**src/rtl/mem_port_arbiter.sv**
```systemverilog
// Arbitrates one single-port SRAM between the IF and MEM pipeline stages,
// one access per requester per advance window. Optional counters: MEM_ARB_STATS_EN.
module mem_port_arbiter #(
    parameter int ADDR_W      = 32,
    parameter int DATA_W      = 32,
    parameter int WAIT_CYCLES = 3
) (
    input  logic              clk,
    input  logic              rst,
    input  logic              if_req,
    input  logic [ADDR_W-1:0] if_addr,
    output logic [DATA_W-1:0] if_rdata,
    input  logic              mem_r_en,
    input  logic              mem_w_en,
    input  logic [ADDR_W-1:0] mem_addr,
    input  logic [DATA_W-1:0] mem_wdata,
    output logic [DATA_W-1:0] mem_rdata,
    output logic [ADDR_W-1:0] sram_addr,
    output logic [DATA_W-1:0] sram_wdata,
    output logic              sram_we,
    output logic              sram_oe,
    input  logic [DATA_W-1:0] sram_rdata,
`ifdef MEM_ARB_STATS_EN
    output logic [31:0]       stall_cycles,
    output logic [31:0]       fetch_count,
    output logic [31:0]       data_count,
`endif
    output logic              freeze
);

    typedef enum logic {ST_IDLE, ST_ACCESS} state_e;
    typedef enum logic {GNT_FETCH, GNT_DATA} grant_e;

    localparam logic [3:0] LAST_CNT = 4'(WAIT_CYCLES - 1);

    state_e            state_q, state_d;
    grant_e            grant_q, grant_d;
    logic [3:0]        cnt_q, cnt_d;
    logic              if_served_q, if_served_d;
    logic              mem_served_q, mem_served_d;
    logic [ADDR_W-1:0] acc_addr_q, acc_addr_d;
    logic [DATA_W-1:0] acc_wdata_q, acc_wdata_d;
    logic              acc_we_q, acc_we_d;
    logic [DATA_W-1:0] if_rdata_q, if_rdata_d;
    logic [DATA_W-1:0] mem_rdata_q, mem_rdata_d;

    logic mem_req;
    logic if_pending;
    logic mem_pending;
    logic last_beat;

    assign mem_req     = mem_r_en | mem_w_en;
    assign if_pending  = if_req & ~if_served_q;
    assign mem_pending = mem_req & ~mem_served_q;
    assign last_beat   = (state_q == ST_ACCESS) && (cnt_q == LAST_CNT);
    assign freeze      = if_pending | mem_pending;

    // NOTE: sequential state uses non-blocking assignments only, so every flop
    // samples the pre-edge value of its neighbours regardless of block order.
    always_ff @(posedge clk or negedge rst) begin
        if (!rst) begin
            state_q <= ST_IDLE;
        end else begin
            state_q <= state_d;
        end
    end

    // NOTE: each combinational output is given a default first, so no path
    // through the case leaves it unassigned and no latch is inferred.
    always_comb begin
        state_d = state_q;
        case (state_q)
            ST_IDLE:   if (mem_pending || if_pending) state_d = ST_ACCESS;
            ST_ACCESS: if (last_beat) state_d = ST_IDLE;
            default:   state_d = ST_IDLE;
        endcase
    end

    always_comb begin
        sram_we = 1'b0;
        sram_oe = 1'b0;
        if (state_q == ST_ACCESS) begin
            sram_we = acc_we_q;
            sram_oe = ~acc_we_q;
        end
    end

    // Access registers double as the SRAM address/data drivers, so they hold
    // their last value between accesses.
    assign sram_addr  = acc_addr_q;
    assign sram_wdata = acc_wdata_q;
    assign if_rdata   = if_rdata_q;
    assign mem_rdata  = mem_rdata_q;

    always_comb begin
        grant_d      = grant_q;
        cnt_d        = cnt_q;
        acc_addr_d   = acc_addr_q;
        acc_wdata_d  = acc_wdata_q;
        acc_we_d     = acc_we_q;
        if_rdata_d   = if_rdata_q;
        mem_rdata_d  = mem_rdata_q;
        if_served_d  = if_served_q;
        mem_served_d = mem_served_q;

        if (!freeze) begin
            if_served_d  = 1'b0;
            mem_served_d = 1'b0;
        end

        if (state_q == ST_IDLE) begin
            if (mem_pending) begin
                grant_d     = GNT_DATA;
                acc_addr_d  = mem_addr;
                acc_wdata_d = mem_wdata;
                acc_we_d    = mem_w_en;
                cnt_d       = 4'd0;
            end else if (if_pending) begin
                grant_d     = GNT_FETCH;
                acc_addr_d  = if_addr;
                acc_wdata_d = mem_wdata;
                acc_we_d    = 1'b0;
                cnt_d       = 4'd0;
            end
        end else begin
            cnt_d = cnt_q + 4'd1;
            // Completion wins over the window-end clear when a requester
            // dropped its request mid-access.
            if (last_beat) begin
                cnt_d = 4'd0;
                if (grant_q == GNT_DATA) begin
                    mem_served_d = 1'b1;
                    if (!acc_we_q) mem_rdata_d = sram_rdata;
                end else begin
                    if_served_d = 1'b1;
                    if_rdata_d  = sram_rdata;
                end
            end
        end
    end

    always_ff @(posedge clk or negedge rst) begin
        if (!rst) begin
            grant_q      <= GNT_FETCH;
            cnt_q        <= 4'd0;
            acc_addr_q   <= '0;
            acc_wdata_q  <= '0;
            acc_we_q     <= 1'b0;
            if_rdata_q   <= '0;
            mem_rdata_q  <= '0;
            if_served_q  <= 1'b0;
            mem_served_q <= 1'b0;
        end else begin
            grant_q      <= grant_d;
            cnt_q        <= cnt_d;
            acc_addr_q   <= acc_addr_d;
            acc_wdata_q  <= acc_wdata_d;
            acc_we_q     <= acc_we_d;
            if_rdata_q   <= if_rdata_d;
            mem_rdata_q  <= mem_rdata_d;
            if_served_q  <= if_served_d;
            mem_served_q <= mem_served_d;
        end
    end

`ifdef MEM_ARB_STATS_EN
    logic [31:0] stall_cycles_q, stall_cycles_d;
    logic [31:0] fetch_count_q, fetch_count_d;
    logic [31:0] data_count_q, data_count_d;

    always_comb begin
        stall_cycles_d = stall_cycles_q;
        fetch_count_d  = fetch_count_q;
        data_count_d   = data_count_q;
        if (freeze) stall_cycles_d = stall_cycles_q + 32'd1;
        if (last_beat) begin
            if (grant_q == GNT_DATA) data_count_d  = data_count_q + 32'd1;
            else                     fetch_count_d = fetch_count_q + 32'd1;
        end
    end

    always_ff @(posedge clk or negedge rst) begin
        if (!rst) begin
            stall_cycles_q <= '0;
            fetch_count_q  <= '0;
            data_count_q   <= '0;
        end else begin
            stall_cycles_q <= stall_cycles_d;
            fetch_count_q  <= fetch_count_d;
            data_count_q   <= data_count_d;
        end
    end

    assign stall_cycles = stall_cycles_q;
    assign fetch_count  = fetch_count_q;
    assign data_count   = data_count_q;
`endif

endmodule

```
**config.mk**
```make
export PLATFORM = sky130hd
export DESIGN_NAME = mem_port_arbiter
export DESIGN_NICKNAME = d
export VERILOG_FILES = /design/src/rtl/mem_port_arbiter.sv
export SDC_FILE = /design/constraint.sdc
export NUM_CORES = 1
export LEC_CHECK = 0
export ABC_AREA = 1
export CAP_MARGIN = 15
export CORE_MARGIN = 4
export CORE_UTILIZATION = 44
export CTS_BUF_LIST = sky130_fd_sc_hd__clkbuf_2 sky130_fd_sc_hd__clkbuf_4 sky130_fd_sc_hd__clkbuf_8
export CTS_CLUSTER_DIAMETER = 50
export DETAILED_ROUTE_END_ITERATION = 12
export GPL_ROUTABILITY_DRIVEN = 1
export PLACE_DENSITY = 0.91
export SLEW_MARGIN = 10
export SYNTH_ARGS = -nofsm -noshare
export SYNTH_HDL_FRONTEND = slang
export SYNTH_SLANG_ARGS = --single-unit
```
**constraint.sdc**
```tcl
create_clock -name clk -period 1.76 [get_ports clk]
set_input_delay 0.528 -clock clk [delete_from_list [all_inputs] [get_ports clk]]
set_output_delay 0.528 -clock clk [all_outputs]
set_load 0.05 [all_outputs]
```
After elaboration in Yosys (flattened, before gate mapping)
Cells that the tools add are included.
{"block": "totals", "output_inout_bits": 131, "reg_bits": 137}
{"block": "classes", "n_reduce_logical": 7, "n_bitwise": 9, "add_sub_neg": 1, "n_eq_ne": 1, "n_mux": 24}
{"op": "32-bit 2-to-1 mux", "count": 4}
{"op": "4-bit 2-to-1 mux", "count": 4}
{"op": "1-bit 2-to-1 mux", "count": 15}
{"op": "1-bit NOT", "count": 5}
{"op": "4-bit by 1-bit adder with 4-bit output (second input constant)", "count": 1}
{"op": "4-bit by 2-bit == test with 1-bit output (second input constant)", "count": 1}
{"op": "4-bit AND reduction", "count": 1}
{"op": "3-bit AND reduction", "count": 1}
{"op": "3-bit nonzero test", "count": 1}
{"op": "1-bit AND", "count": 2}
{"op": "1-bit bitwise OR", "count": 2}
{"op": "1-bit one-hot mux with 2 select lines", "count": 1}
{"op": "2-bit AND reduction", "count": 1}
{"op": "2-bit nonzero test", "count": 1}
{"op": "1-bit logical AND", "count": 1}
{"op": "1-bit logical OR", "count": 1}

Logic depth before layout (Yosys ltp)
Gate-level depths: netlist of the first run.
{"block": "logic_depth", "word_depth": 7, "depth_mapped": 9}

Worst setup path after synthesis of the first run
No wires, ideal clock.
{"block": "synth_timing", "path_kind": "reg-to-output", "from": "reg acc_we_q", "to": "out sram_oe", "n_path_buf": 2, "arrival_ns": 1.394, "slack_ns": -0.162, "path_stages_with_launch": 4, "required_ns": 1.232, "cell_sequence": "dfrtp_1 clkbuf_1 clkbuf_1 nor2_1"}
{"block": "synth_between", "elab_chain_cells": 2}
{"element": "start, declared", "line": "43", "text": "logic acc_we_q, acc_we_d;"}
{"element": "start signal, assigned", "line": "158", "text": "acc_we_q <= acc_we_d;"}
{"element": "1-bit NOT (no line)"}
{"element": "1-bit 2-to-1 mux", "line": "82", "text": "if (state_q == ST_ACCESS) begin"}
{"element": "end, declared", "line": "21", "text": "output logic sram_oe,"}
Every way passes these cells.

Worst setup path after layout of the first run
{"block": "layout_timing", "from": "reg mem_served_q", "to": "out freeze"}
{"block": "layout_between", "elab_chain_cells": 3}
{"element": "start, declared", "line": "40", "text": "logic mem_served_q, mem_served_d;"}
{"element": "start signal, assigned", "line": "162", "text": "mem_served_q <= mem_served_d;"}
{"element": "1-bit NOT", "line": "54", "text": "assign mem_pending = mem_req & ~mem_served_q;"}
{"element": "1-bit AND", "line": "54"}
{"element": "1-bit bitwise OR", "line": "56", "text": "assign freeze = if_pending | mem_pending;"}
{"element": "end, declared", "line": "28", "text": "output logic freeze"}
Every way passes these cells.

==> results of run 1 <==
## metrics by stage
step / setup TNS, ns / area (µm²) / power [mW] / instances / hold slack (ns)
final: 0 / 10800 / 25.6 / 1209 / 0.518
after global routing: -0.0527 / 10800 / 26.8 / 1209 / 0.539
after CTS: -0.00966 / 10800 / 25.7 / 1204 / 0.498
after detailed placement: -16.32 / 10300 / 22.8 / 1165 / 0.427
after global placement: -13.00 / 10300 / 22.2 / 1165 / 0.426
after floorplan: -0.00485 / 6110 / 13.9 / 748 / 0.232
## worst max-delay path, cell delays in order (launching register included)
cell and delay (ns):
sky130_fd_sc_hd__dfrtp_1 0.40, sky130_fd_sc_hd__inv_2 0.08, sky130_fd_sc_hd__nand2_4 0.07, sky130_fd_sc_hd__nand2_4 0.07, sky130_fd_sc_hd__buf_12 0.13
## worst max path at each step
stage | slack [ns] | start | to | depth (start not counted)
floorplan | -0.005 | acc_we_q | sram_we | 4
global placement | -0.21 | mem_w_en | freeze | 6
detailed placement | -0.28 | mem_r_en | sram_wdata[10] | 9
CTS | -0.01 | mem_served_q | freeze | 4
global route | -0.02 | mem_served_q | freeze | 4
finish | 0.03 | mem_served_q | freeze | 4
## cells in the final DEF (no fill, tap or decap), types with 3 or more instances in the layout
master	n
sky130_fd_sc_hd__nand2_4	3
sky130_fd_sc_hd__o21ai_0	33
sky130_fd_sc_hd__buf_6	3
sky130_fd_sc_hd__clkinv_4	4
sky130_fd_sc_hd__dlygate4sd2_1	3
sky130_fd_sc_hd__nand2_1	372
sky130_fd_sc_hd__clkinv_2	3
sky130_fd_sc_hd__clkbuf_8	17
sky130_fd_sc_hd__bufinv_16	3
sky130_fd_sc_hd__inv_2	5
sky130_fd_sc_hd__inv_1	36
sky130_fd_sc_hd__clkdlybuf4s50_1	128
sky130_fd_sc_hd__nand3_1	66
sky130_fd_sc_hd__o21bai_1	32
sky130_fd_sc_hd__buf_12	137
sky130_fd_sc_hd__dfrtp_1	135
sky130_fd_sc_hd__buf_4	25
## layer usage
layer	vias to the layer above	share of wire (%)	global-route usage, %
met4	0	2.7	9.53
met3	44	9.4	10.7
li1	2872	-	-
met5	-	0	0
met2	260	52	49.9
met1	3038	35	29.7
## synth_stat cells, drive strengths merged
master | n | area, µm²
nand2 | 377 | 1430
dfrtp | 137 | 3430
nand3 | 67 | 348
inv | 42 | 158
o21ai | 33 | 165
o21bai | 32 | 240
buf | 26 | 145
clkbuf | 20 | 75.1
nor2 | 5 | 31.3
a21oi | 2 | 21.3
ha | 2 | 25.0
nand4 | 1 | 6.26
o22ai | 1 | 6.26
or2 | 1 | 6.26
xnor2 | 1 | 8.76
xor2 | 1 | 8.76
## logic make-up after synthesis
group	synth area share (%)
adder cells (fa/ha/maj)	0.410
buffers and inverters	6.19
XOR/XNOR	0.287
flip-flops	56.1
AND/OR/NAND/NOR	29.9
AO/OA/AOI/OAI	7.09
## flip-flops by register name (all words and copies together) (netlist names)
signal        count
if_rdata         32
cnt_q             4
sram_addr        32
mem_rdata        32
mem_served_q      1
if_served_q       1
state_q           1
sram_wdata       32
grant_q           1
acc_we_q          1
## layout make-up
cell class | count | share of cell area, %
inverter | 42 | 1.48
multi-input combinational | 523 | 21.4
timing repair buffer | 298 | 39.6
tap | 176 | 2.03
clock buffer | 18 | 2.23
clock inverter | 14 | 1.59
antenna | 1 | 0.0231
sequential | 137 | 31.6
## where the power goes
| part | switching (mW) | leakage [nW] | internal (mW) |
|---|---|---|---|
| Clock | 1.29 | 0.207 | 1.42 |
| Combinational | 9.14 | 3.47 | 7.34 |
| Sequential | 1.72 | 1.68 | 4.71 |
| Total | 12.1 | 5.36 | 13.5 |
## repair_timing
action / 4_1_cts / 5_1_grt
setup endpoints to repair: 3 / 18
gates resized for setup: 10 / 7
hold endpoints to repair: 27 / 0
cloned: 0 / 0
setup buffers: 6 / 4
hold buffers: 1 / 0
pin swaps: 4 / 4
==> summary.txt, run 1 <==
Run status = complete, no violations
Reg2reg setup slack = 0.14 ns
Share of cells above drive strength 1 = 21.1%
Req. time, crit path = 1.23 ns
Number of instances in the synthesized netlist = 748
Number of warning messages in the yosys log = 0
Detailed-router iteration count before antenna repair = 5
Count of port buffers added during placement = 263
Core Area = 13,400 µm²
Maximum number of pins on one net before global-route repair = 59
CTS buffer count = 17
Drc violations = 0
Length in cells of the worst reg-to-reg path = 6
Worst ir drop on vdd = 0.00179 V
Area enclosed by the die boundary = 15,800 µm²
Static leakage power = 5.36 nW
Clock insertion delay at the later pin of the skew report = 0.45 ns
DPL Wire Length = 16,000 µm
Slew at the pin with the worst max-slew slack = 0.378 ns
Yosys reg bits = 137
Final critical delay including setup and external delays = 1.73 ns
Tightest slew margin relative to the limit = 74.8%
Height of the chip = 126 µm
Setup slack after layout = 0.0297 ns
Worst reg2reg path endpoint = mem_rdata[21]
Antenna Violating Nets Remaining = 0
CTS tree = done
Netlist area before placement = 6110 µm²
Row Count = 42
Setup repair after global routing missed its margin = true
Root cell of the clock tree = sky130_fd_sc_hd__clkbuf_8
Portion of the post-synthesis area used by sequential elements = 56.1%
Number of pins exceeding their max-slew limit in the final report = 0
Register Area = 3430 µm²
Top-Level Pins = 264
Final wirelength = 21,900 µm
Vias in the first global route = 6,518
Chip width = 126 µm
Final core occ = 80.9%
Number of endpoints with negative hold slack in the final report = 0
GRT Util Overall = 27.7%
Depth of the CTS H-tree = 4
Initial antenna violation count = 1
Crit end category = output pin
Wire length of the first global-routing pass = 34,600 µm
Average detailed-routed wire length per instance = 18.1 µm
Total power divided by cell area = 2360 nW/µm²
Fmax = 0.578 GHz
Worst setup SP type = flop
Drt first-iter violations = 471
Setup-failing EPs final = 0
DR vias/cell = 5.14
GP Congestion = 0.842
Post-synthesis area per instance = 8.16 µm²
Worst Path Max Fanout = 3
Layout area overhead = 77.6%
Part of the cycle the worst path needs = 98.3%
Arrival time reported for the critical path endpoint = 1.20 ns
Startpoint of the worst register-to-register path = cnt_q[0]
Worst Hold Class = input port to asynchronous set/reset pin
Post-placement setup slack = -0.283 ns
Syn nets = 883
Total via count after detailed routing = 6,214
Total congestion overflow after global routing = 0
Effective utilization at floorplan = 45.6%
Category of the critical setup timing path = flop to output pin
Maximum root-to-sink buffer count = 2
Sinks on Clock Net = 137
Library cells used by synthesis = 25
Number of filler instances in the final layout = 758
# nets final = 1,154
Clock slew at the register clock pins of the worst setup and hold paths = 0.08 ns
Multi-input logic area = 2320 µm²
Clk_skew = 0.0104 ns
Maximum Capacitance Violations = 0
Note: power is estimated with default switching activity, not from simulation.
==> run 2: changes to the inputs <==
ABC_CLOCK_PERIOD_IN_PS = 1760   (was unset)
==> results of run 2 <==
No change in the layout: final DEF, timing and power equal those of run 1.
